File: src/rtl/id_decode_scoreboard_if.sv
// Decode-stage bus: IF/ID fields and write-back port in, read data/immediates/stall out.
// master drives the instruction and write-back side; slave is the decode stage.
interface id_decode_scoreboard_if #(
  parameter int DATA_W = 32,
  parameter int ADDR_W = 5,
  parameter int IMM_W  = 16
);
  logic              stall_flag_id_in;
  logic [ADDR_W-1:0] inst_read_reg_addr1;
  logic [ADDR_W-1:0] inst_read_reg_addr2;
  logic [ADDR_W-1:0] rd;
  logic [IMM_W-1:0]  inst_imm_field;
  logic              reg_dst;
  logic              reg_write_cu;
  logic              reg_write;
  logic [ADDR_W-1:0] reg_wr_addr_wb;
  logic [DATA_W-1:0] reg_wr_data;
  logic [DATA_W-1:0] reg_file_rd_data1;
  logic [DATA_W-1:0] reg_file_rd_data2;
  logic [DATA_W-1:0] sgn_ext_imm;
  logic [DATA_W-1:0] imm_sgn_ext_lft_shft;
  logic [IMM_W-1:0]  imm_field_wo_sgn_ext;
  logic [ADDR_W-1:0] rd_out_id;
  logic              stall_flag_id_out;

  modport master (
    output stall_flag_id_in, inst_read_reg_addr1, inst_read_reg_addr2, rd,
           inst_imm_field, reg_dst, reg_write_cu, reg_write, reg_wr_addr_wb, reg_wr_data,
    input  reg_file_rd_data1, reg_file_rd_data2, sgn_ext_imm, imm_sgn_ext_lft_shft,
           imm_field_wo_sgn_ext, rd_out_id, stall_flag_id_out
  );

  modport slave (
    input  stall_flag_id_in, inst_read_reg_addr1, inst_read_reg_addr2, rd,
           inst_imm_field, reg_dst, reg_write_cu, reg_write, reg_wr_addr_wb, reg_wr_data,
    output reg_file_rd_data1, reg_file_rd_data2, sgn_ext_imm, imm_sgn_ext_lft_shft,
           imm_field_wo_sgn_ext, rd_out_id, stall_flag_id_out
  );
endinterface

File: src/rtl/id_decode_scoreboard.sv
// Decode stage: regfile (0-cycle reads), sign extend, dest mux, busy scoreboard raising RAW stall; rd_out_id/imm 1 cycle.
// Stall holds the output registers and blocks scoreboard sets. `define ID_WB_BYPASS_EN for write-back write-through/early release.
module id_decode_scoreboard #(
  parameter int DATA_W   = 32,
  parameter int ADDR_W   = 5,
  parameter int NUM_REGS = 32,
  parameter int IMM_W    = 16
) (
  input logic                  clk,
  input logic                  reset,
  id_decode_scoreboard_if.slave bus
);

  logic [DATA_W-1:0]   regs_q [NUM_REGS];
  logic [NUM_REGS-1:0] busy_q, busy_d;
  logic [NUM_REGS-1:0] busy_eff;
  logic [ADDR_W-1:0]   rd_out_q, rd_out_d;
  logic [IMM_W-1:0]    imm_q, imm_d;

  logic [ADDR_W-1:0]   rs, rt, dest, wb_addr;
  logic                wr_en;
  logic                hazard;
  logic                stall;
  logic                set_en;

  assign rs      = bus.inst_read_reg_addr1;
  assign rt      = bus.inst_read_reg_addr2;
  assign wb_addr = bus.reg_wr_addr_wb;
  assign dest    = bus.reg_dst ? bus.rd : rt;
  assign wr_en   = bus.reg_write && (wb_addr != '0);

  always_ff @(posedge clk) begin
    if (reset) begin
      for (int i = 0; i < NUM_REGS; i++) regs_q[i] <= '0;
    end else if (wr_en) begin
      regs_q[wb_addr] <= bus.reg_wr_data;
    end
  end

  always_comb begin
    bus.reg_file_rd_data1 = (rs == '0) ? '0 : regs_q[rs];
    bus.reg_file_rd_data2 = (rt == '0) ? '0 : regs_q[rt];
`ifdef ID_WB_BYPASS_EN
    if (wr_en && (wb_addr == rs)) bus.reg_file_rd_data1 = bus.reg_wr_data;
    if (wr_en && (wb_addr == rt)) bus.reg_file_rd_data2 = bus.reg_wr_data;
`endif
  end

  assign bus.sgn_ext_imm          = {{(DATA_W-IMM_W){bus.inst_imm_field[IMM_W-1]}}, bus.inst_imm_field};
  assign bus.imm_sgn_ext_lft_shft = {bus.sgn_ext_imm[DATA_W-3:0], 2'b00};

  // A retiring write-back masks its busy bit only when write-through is available.
  always_comb begin
    busy_eff = busy_q;
`ifdef ID_WB_BYPASS_EN
    if (bus.reg_write) busy_eff[wb_addr] = 1'b0;
`endif
  end

  assign hazard = ((rs != '0) && busy_eff[rs]) || ((rt != '0) && busy_eff[rt]);
  assign stall  = bus.stall_flag_id_in || hazard;
  assign set_en = bus.reg_write_cu && !stall && (dest != '0);
  assign bus.stall_flag_id_out = stall;

  // Clear before set so a new producer issuing this cycle keeps its bit.
  always_comb begin
    busy_d = busy_q;
    if (bus.reg_write) busy_d[wb_addr] = 1'b0;
    if (set_en)        busy_d[dest]    = 1'b1;
    busy_d[0] = 1'b0;
  end

  always_comb begin
    rd_out_d = rd_out_q;
    imm_d    = imm_q;
    if (!stall) begin
      rd_out_d = dest;
      imm_d    = bus.inst_imm_field;
    end
  end

  always_ff @(posedge clk) begin
    if (reset) begin
      busy_q   <= '0;
      rd_out_q <= '0;
      imm_q    <= '0;
    end else begin
      busy_q   <= busy_d;
      rd_out_q <= rd_out_d;
      imm_q    <= imm_d;
    end
  end

  assign bus.rd_out_id            = rd_out_q;
  assign bus.imm_field_wo_sgn_ext = imm_q;

endmodule

File: src/flat_wrapper.sv
// flat-port wrapper written by rule: the top's interface ports become plain ports
module id_decode_scoreboard_flat 
#(
  parameter int DATA_W   = 32,
  parameter int ADDR_W   = 5,
  parameter int NUM_REGS = 32,
  parameter int IMM_W    = 16
)
  (clk, reset, bus_stall_flag_id_in, bus_inst_read_reg_addr1, bus_inst_read_reg_addr2, bus_rd, bus_inst_imm_field, bus_reg_dst, bus_reg_write_cu, bus_reg_write, bus_reg_wr_addr_wb, bus_reg_wr_data, bus_reg_file_rd_data1, bus_reg_file_rd_data2, bus_sgn_ext_imm, bus_imm_sgn_ext_lft_shft, bus_imm_field_wo_sgn_ext, bus_rd_out_id, bus_stall_flag_id_out);
  id_decode_scoreboard_if #(.DATA_W(DATA_W), .ADDR_W(ADDR_W), .IMM_W(IMM_W)) bus_i ();
  input logic clk;
  input logic reset;
  input wire logic [$bits(bus_i.stall_flag_id_in)-1:0] bus_stall_flag_id_in;
  input wire logic [$bits(bus_i.inst_read_reg_addr1)-1:0] bus_inst_read_reg_addr1;
  input wire logic [$bits(bus_i.inst_read_reg_addr2)-1:0] bus_inst_read_reg_addr2;
  input wire logic [$bits(bus_i.rd)-1:0] bus_rd;
  input wire logic [$bits(bus_i.inst_imm_field)-1:0] bus_inst_imm_field;
  input wire logic [$bits(bus_i.reg_dst)-1:0] bus_reg_dst;
  input wire logic [$bits(bus_i.reg_write_cu)-1:0] bus_reg_write_cu;
  input wire logic [$bits(bus_i.reg_write)-1:0] bus_reg_write;
  input wire logic [$bits(bus_i.reg_wr_addr_wb)-1:0] bus_reg_wr_addr_wb;
  input wire logic [$bits(bus_i.reg_wr_data)-1:0] bus_reg_wr_data;
  output wire logic [$bits(bus_i.reg_file_rd_data1)-1:0] bus_reg_file_rd_data1;
  output wire logic [$bits(bus_i.reg_file_rd_data2)-1:0] bus_reg_file_rd_data2;
  output wire logic [$bits(bus_i.sgn_ext_imm)-1:0] bus_sgn_ext_imm;
  output wire logic [$bits(bus_i.imm_sgn_ext_lft_shft)-1:0] bus_imm_sgn_ext_lft_shft;
  output wire logic [$bits(bus_i.imm_field_wo_sgn_ext)-1:0] bus_imm_field_wo_sgn_ext;
  output wire logic [$bits(bus_i.rd_out_id)-1:0] bus_rd_out_id;
  output wire logic [$bits(bus_i.stall_flag_id_out)-1:0] bus_stall_flag_id_out;
  assign bus_i.stall_flag_id_in = bus_stall_flag_id_in;
  assign bus_i.inst_read_reg_addr1 = bus_inst_read_reg_addr1;
  assign bus_i.inst_read_reg_addr2 = bus_inst_read_reg_addr2;
  assign bus_i.rd = bus_rd;
  assign bus_i.inst_imm_field = bus_inst_imm_field;
  assign bus_i.reg_dst = bus_reg_dst;
  assign bus_i.reg_write_cu = bus_reg_write_cu;
  assign bus_i.reg_write = bus_reg_write;
  assign bus_i.reg_wr_addr_wb = bus_reg_wr_addr_wb;
  assign bus_i.reg_wr_data = bus_reg_wr_data;
  assign bus_reg_file_rd_data1 = bus_i.reg_file_rd_data1;
  assign bus_reg_file_rd_data2 = bus_i.reg_file_rd_data2;
  assign bus_sgn_ext_imm = bus_i.sgn_ext_imm;
  assign bus_imm_sgn_ext_lft_shft = bus_i.imm_sgn_ext_lft_shft;
  assign bus_imm_field_wo_sgn_ext = bus_i.imm_field_wo_sgn_ext;
  assign bus_rd_out_id = bus_i.rd_out_id;
  assign bus_stall_flag_id_out = bus_i.stall_flag_id_out;
  id_decode_scoreboard #(.DATA_W(DATA_W), .ADDR_W(ADDR_W), .NUM_REGS(NUM_REGS), .IMM_W(IMM_W)) u_core (.clk(clk), .reset(reset), .bus(bus_i));
endmodule
File: config.mk
export PLATFORM = sky130hd
export DESIGN_NAME = id_decode_scoreboard_flat
export DESIGN_NICKNAME = d
export VERILOG_FILES = /design/src/rtl/id_decode_scoreboard_if.sv /design/src/rtl/id_decode_scoreboard.sv /design/src/flat_wrapper.sv
export SDC_FILE = /design/constraint.sdc
export NUM_CORES = 2
export LEC_CHECK = 0
export ABC_AREA = 1
export CORE_AREA = 2 2 283 494
export DETAILED_ROUTE_END_ITERATION = 6
export DIE_AREA = 0 0 285 496
export MAX_ROUTING_LAYER = met4
export SLEW_MARGIN = 30
export SYNTH_ARGS = -nofsm -noshare
export SYNTH_HDL_FRONTEND = slang
export SYNTH_SLANG_ARGS = --single-unit
File: constraint.sdc
create_clock -name clk -period 2.8 [get_ports clk]
set_input_delay 0.42 -clock clk [delete_from_list [all_inputs] [get_ports clk]]
set_output_delay 0.42 -clock clk [all_outputs]
set_load 0.005 [all_outputs]
# Word-level counts from Yosys, hierarchy flattened
# Memories as Yosys holds them, arrays and structs flattened.
# Index checks and enable logic that the tools add are counted.
op_classes:
  addsub: 0
  multipliers: 0
  div: 0
  n_lt_le_gt_ge: 6
  eq_ne: 0
  shifts: 0
  muxes: 21
  bitwise: 3
  reduce_logical: 17
op_table:
  columns: ["cell", "count"]
  rows:
  - ["$mux 32", 5]
  - ["$and 32x32->32", 1]
  - ["$not 32->32", 1]
  - ["$or 32x32->32", 1]
  - ["$reduce_or 32->1", 1]
  - ["$lt 5x6->1 const B", 4]
  - ["$reduce_bool 5->1", 4]
  - ["$bmux 1 s5", 2]
  - ["$demux 1 s5", 2]
  - ["$ge 5x1->1 const B", 2]
  - ["$logic_not 5->1", 2]
  - ["$mux 1", 10]
  - ["$mux 5", 2]
  - ["$logic_and 1x1->1", 7]
  - ["$logic_or 1x1->1", 2]
  - ["$logic_not 1->1", 1]
totals:
  regBits: 53
  latch_bits: 0
  ramBits: 1024
  mem_bits_ro: 0
  out_inout_bits: 150
  elab_cells: 52
  memories: 1
memory_table:
  columns: ["memory", "words", "width", "read_ports", "rd_ports_with_merged_regs", "wr", "line", "source"]
  rows:
  - ["u_core.regs_q", 32, 32, 2, 0, 32, "id_decode_scoreboard.sv:14", "logic [DATA_W-1:0] regs_q [NUM_REGS];"]

# Longest topological paths before layout
logic_depth:
  word_depth: 9
  ltp_mapped: 17
  depth_no_buf: 14

# Least setup slack after synthesis
# No wires, ideal clock.
synth_timing:
  path_kind: "input-to-reg"
  startpoint: "input port bus_reg_wr_addr_wb[2]"
  endpoint: "memory u_core.regs_q[1][0], enable pin"
  setup_ns: 0.478
  arrival_ns: 2.089
  required_ns: 2.322
  path_slack_ns: 0.234
  stages: 9
  path_cell_list: "buf_2 > inv_1 > nand3_1 > nand3_1 > inv_1 > buf_2 > nand2_1 > clkbuf_1 > nand2_1"
synth_lines:
  columns: ["item", "line", "source"]
  rows:
  - ["start, declared", "flat_wrapper.sv:21", "input wire logic [$bits(bus_i.reg_wr_addr_wb)-1:0] bus_reg_wr_addr_wb;"]
  - ["end, declared", "id_decode_scoreboard.sv:14", null]

# Worst setup path after layout
layout_timing:
  startpoint: "input port bus_inst_read_reg_addr1[3]"
  endpoint: "output port bus_reg_file_rd_data1[12]"
layout_between:
  elab_chain_len: 2
layout_rtl:
  columns: ["item", "line", "source"]
  rows:
  - ["start, declared", "flat_wrapper.sv:14", "input wire logic [$bits(bus_i.inst_read_reg_addr1)-1:0] bus_inst_read_reg_addr1;"]
  - ["$mem_v2 32x32 or $logic_not 5->1 (tied branches)", null, null]
  - ["$mux 32 (*)", "id_decode_scoreboard.sv:41", "bus.reg_file_rd_data1 = (rs == '0) ? '0 : regs_q[rs];"]
  - ["end, declared", "flat_wrapper.sv:23", "output wire logic [$bits(bus_i.reg_file_rd_data1)-1:0] bus_reg_file_rd_data1;"]
# Every way passes the cells marked *; elsewhere a longest branch is shown, timed or not.

==> impl_metrics.ini <==
[run_status]
run_status = complete, but fails checks
violations = design-rule violations, negative setup slack

[route]
drtPass1Iterations = 7
drt-initial-drc-count = 9312
ant_nets = 0
avgViaCountPerCell = 6.52
vias = 57500
wl_per_cell_um = 30.5
routed_wl_um = 268000
drc = 2

[grt]
met2_usage_pct = 58.2
grt.overflow.total = 0
grt_pass1_vias = 55100
grt-busiest-layer = met2
grt_max_degree = 53
grt_pass1_wl_um = 379000
grtUsageMet1_pct = 43.9
antenna_found_initial = 15
grtUsageTotal_pct = 38.0
use_met3_pct = 8.98

[min_path]
hold_depth = 3
hp-class = in -> reg
min_to = u_core.busy_eff[24]$_SDFF_PP0_
min-delay-start = reset

[yosys]
netlist_instances = 6573
yosys-top-cells-area = edfxtp_1 (54%), nor2_1 (14%), o21ai_0 (9.3%)
yosys.area.top_type = edfxtp_1
synth_seq_cells = 1076
synth-async-reset-ratio_pct = 0
netlist_area_um2 = 57200
ys_types = 37
yosysWarnings = 0
synthFlopType = edfxtp_1
synth_edf_count = 1024
yosysTopAreaCellShare_pct = 53.7
seq_area_frac_synth_pct = 55.5
syn_area_per_cell_um2 = 8.71

[cts]
cts.path.max_buffers = 3
htreeDepth = 3
cts_hold_buf = 0
clkSinkCount = 1076
cts-buffers-inserted = 100
clk_pin_slew_worst_paths_ns = 0.07
clkLatencyLatePin_ns = 0.74
root_buffer = clkbuf_16
tritoncts = yes

[floorplan]
placementRows = 180
io-pin-count = 224
die_h_um = 496
core_um2 = 137000
initial_utilization_pct = 41.7
die_w_um = 285
die_area_um2 = 141000

[power]
cellPowerDensity_nw_per_um2 = 569
combPwrFrac_pct = 17.1
swShare_pct = 28.4
clkPwrFrac_pct = 36.4
intPower_mw = 29.3
seqPwrFrac_pct = 46.5
p_leak_nw = 26.3
power.net_switching_mw = 11.6
finalPower_mw = 40.9
peakVddDrop_mv = 0.427

[timing]
finalMaxSlewViolations = 0
setup_viol = 1
finalHoldViolations = 0
finalWorstSetupSlack_ns = -0.0243
max_slew_margin_pct = 47.0
worst_pin_slew_ns = 0.795
period_needed_ns = 2.82
grt_setup_unrepaired = true
fin_worst_skew_ns = 0.0144
maxClockFrequency_mhz = 354
min_period_over_period_pct = 101

[worst_setup_path]
cp.required_ns = 2.38
endpoint_kind = output port
rrSetupSlack_ns = 0.65
cp.arrival_ns = 2.40
cp_max_fo = 11
timing.rr.start = u_core.busy_eff[21]$_SDFF_PP0_
setup.worst_path.class = in -> out
start_kind = primary input
rr_endpoint = u_core.busy_eff[31]$_SDFF_PP0_
r2r.worst_path.cells = 15

[finish]
num-nets-final = 6977
syn2layout_area_growth_pct = 25.6
fill_cells = 12400
final_cell_mix = nor2_1 (2,123), edfxtp_1 (1,024), o21ai_0 (908)
final_common_cell = nor2_1
stdcell_count = 8811
drive_gt1_share_pct = 17.4

[place]
place_congestion = 0.977
dp.cells = 8576
hpwl_um = 167000
portBuffers = 221

[flow_run]
maxCapViolCount = 0
[worst max-delay path, cell delays in order]
cell,delay (ns)
buf_4,0.13
inv_1,0.17
nand2_1,0.13
clkinv_2,0.15
buf_12,0.18
buf_6,0.21
buf_4,0.19
nand2_1,0.07
nand3_1,0.10
nand2_2,0.10
a31oi_4,0.26
dlygate4sd2_1,0.27
[logic make-up after synthesis]
logic type / after synthesis / synth area share, %
AOI/OAI and AO/OA: 1772 / 18.2
buffers and inverters: 856 / 6.67
DFF: 1076 / 55.5
other: 1 / 0.00655
and+or+nand+nor: 2868 / 19.6
[through the flow]
step	TNS, ns	area (µm²)	setup WS (ns)	hold WS (ns)	util (%)
after global routing	-0.256	71900	-0.0677	0.261	52.3
after CTS	-0.226	71300	-0.222	0.224	51.9
final	-0.0243	71900	-0.0243	0.244	52.3
after floorplan	0	57400	0.234	0.444	-
after detailed placement	-22.73	66000	-0.759	0.453	48.0
after global placement	-22.59	66000	-0.783	0.453	48.0
[flip-flops by register name, summed over array words and instances (netlist names)]
signal                           flops
u_core.busy_eff                     31
u_core.bus.imm_field_wo_sgn_ext     16
u_core.bus.rd_out_id                 5
u_core.regs_q                     1024
[power groups by stage]
stage | Clock (mW) | Combinational [mW] | Sequential, mW
floorplan | 0 | 2.93 | 19.1
global route | 15.5 | 7.26 | 19.1
finish | 14.9 | 6.99 | 19.0
detailed placement | 0 | 6.26 | 19.3
CTS | 14.9 | 6.66 | 19.0
global placement | 0 | 6.22 | 19.3
[cell usage after synthesis, drive strengths merged (4+ instances only)]
master   number
o2111ai      16
nand3       292
nor3         18
buf         239
dfxtp        52
a31oi        74
a21oi       126
nor2       2149
o22ai       170
nand2       405
edfxtp     1024
o211ai        6
inv         126
o21ai      1087
o221ai      281
a221oi        4
clkbuf      488
[routing by layer]
metal  vias to the layer above  part of all wire, %
met5                         -                    0
met4                         0                  8.5
met3                      1351                   13
met2                      5099                   45
met1                     27300                   33
li1                      23700                    -
[timing repair]
| action | CTS | global route |
|---|---|---|
| resized for setup | 465 | 204 |
| setup buffers | 35 | 13 |
| endpoints found under the hold margin | 0 | 0 |
| gates cloned | 15 | 3 |
| pin swaps | 168 | 150 |
| endpoints found under the setup margin | 65 | 58 |
[worst max-delay path by stage]
stage / start / end / slack, ns / depth (start not counted)
detailed placement: bus_inst_read_reg_addr1[0] / bus_reg_file_rd_data1[9] / -0.76 / 12
CTS: u_core.regs_q[5][8]$_SDFFCE_PN0P_ / bus_reg_file_rd_data1[8] / -0.22 / 8
global placement: bus_inst_read_reg_addr1[0] / bus_reg_file_rd_data1[9] / -0.78 / 12
floorplan: bus_reg_wr_addr_wb[2] / u_core.regs_q[1][0]$_SDFFCE_PN0P_ / 0.23 / 9
global route: u_core.regs_q[30][7]$_SDFFCE_PN0P_ / bus_reg_file_rd_data2[7] / -0.07 / 10
finish: bus_inst_read_reg_addr1[3] / bus_reg_file_rd_data1[12] / -0.02 / 12
[cell type report]
type	count	area [µm²]	share of cell area, %
sequential	1076	31800	44.2
multi-input combinational	4674	23300	32.5
clock buffer	119	2690	3.74
tap	1820	2280	3.17
timing repair buffer	921	10400	14.5
timing repair inverter	1	8.76	0.0122
inverter	129	556	0.773
antenna	9	22.5	0.0313
clock inverter	62	754	1.05
(Power assumes the default switching activity.)
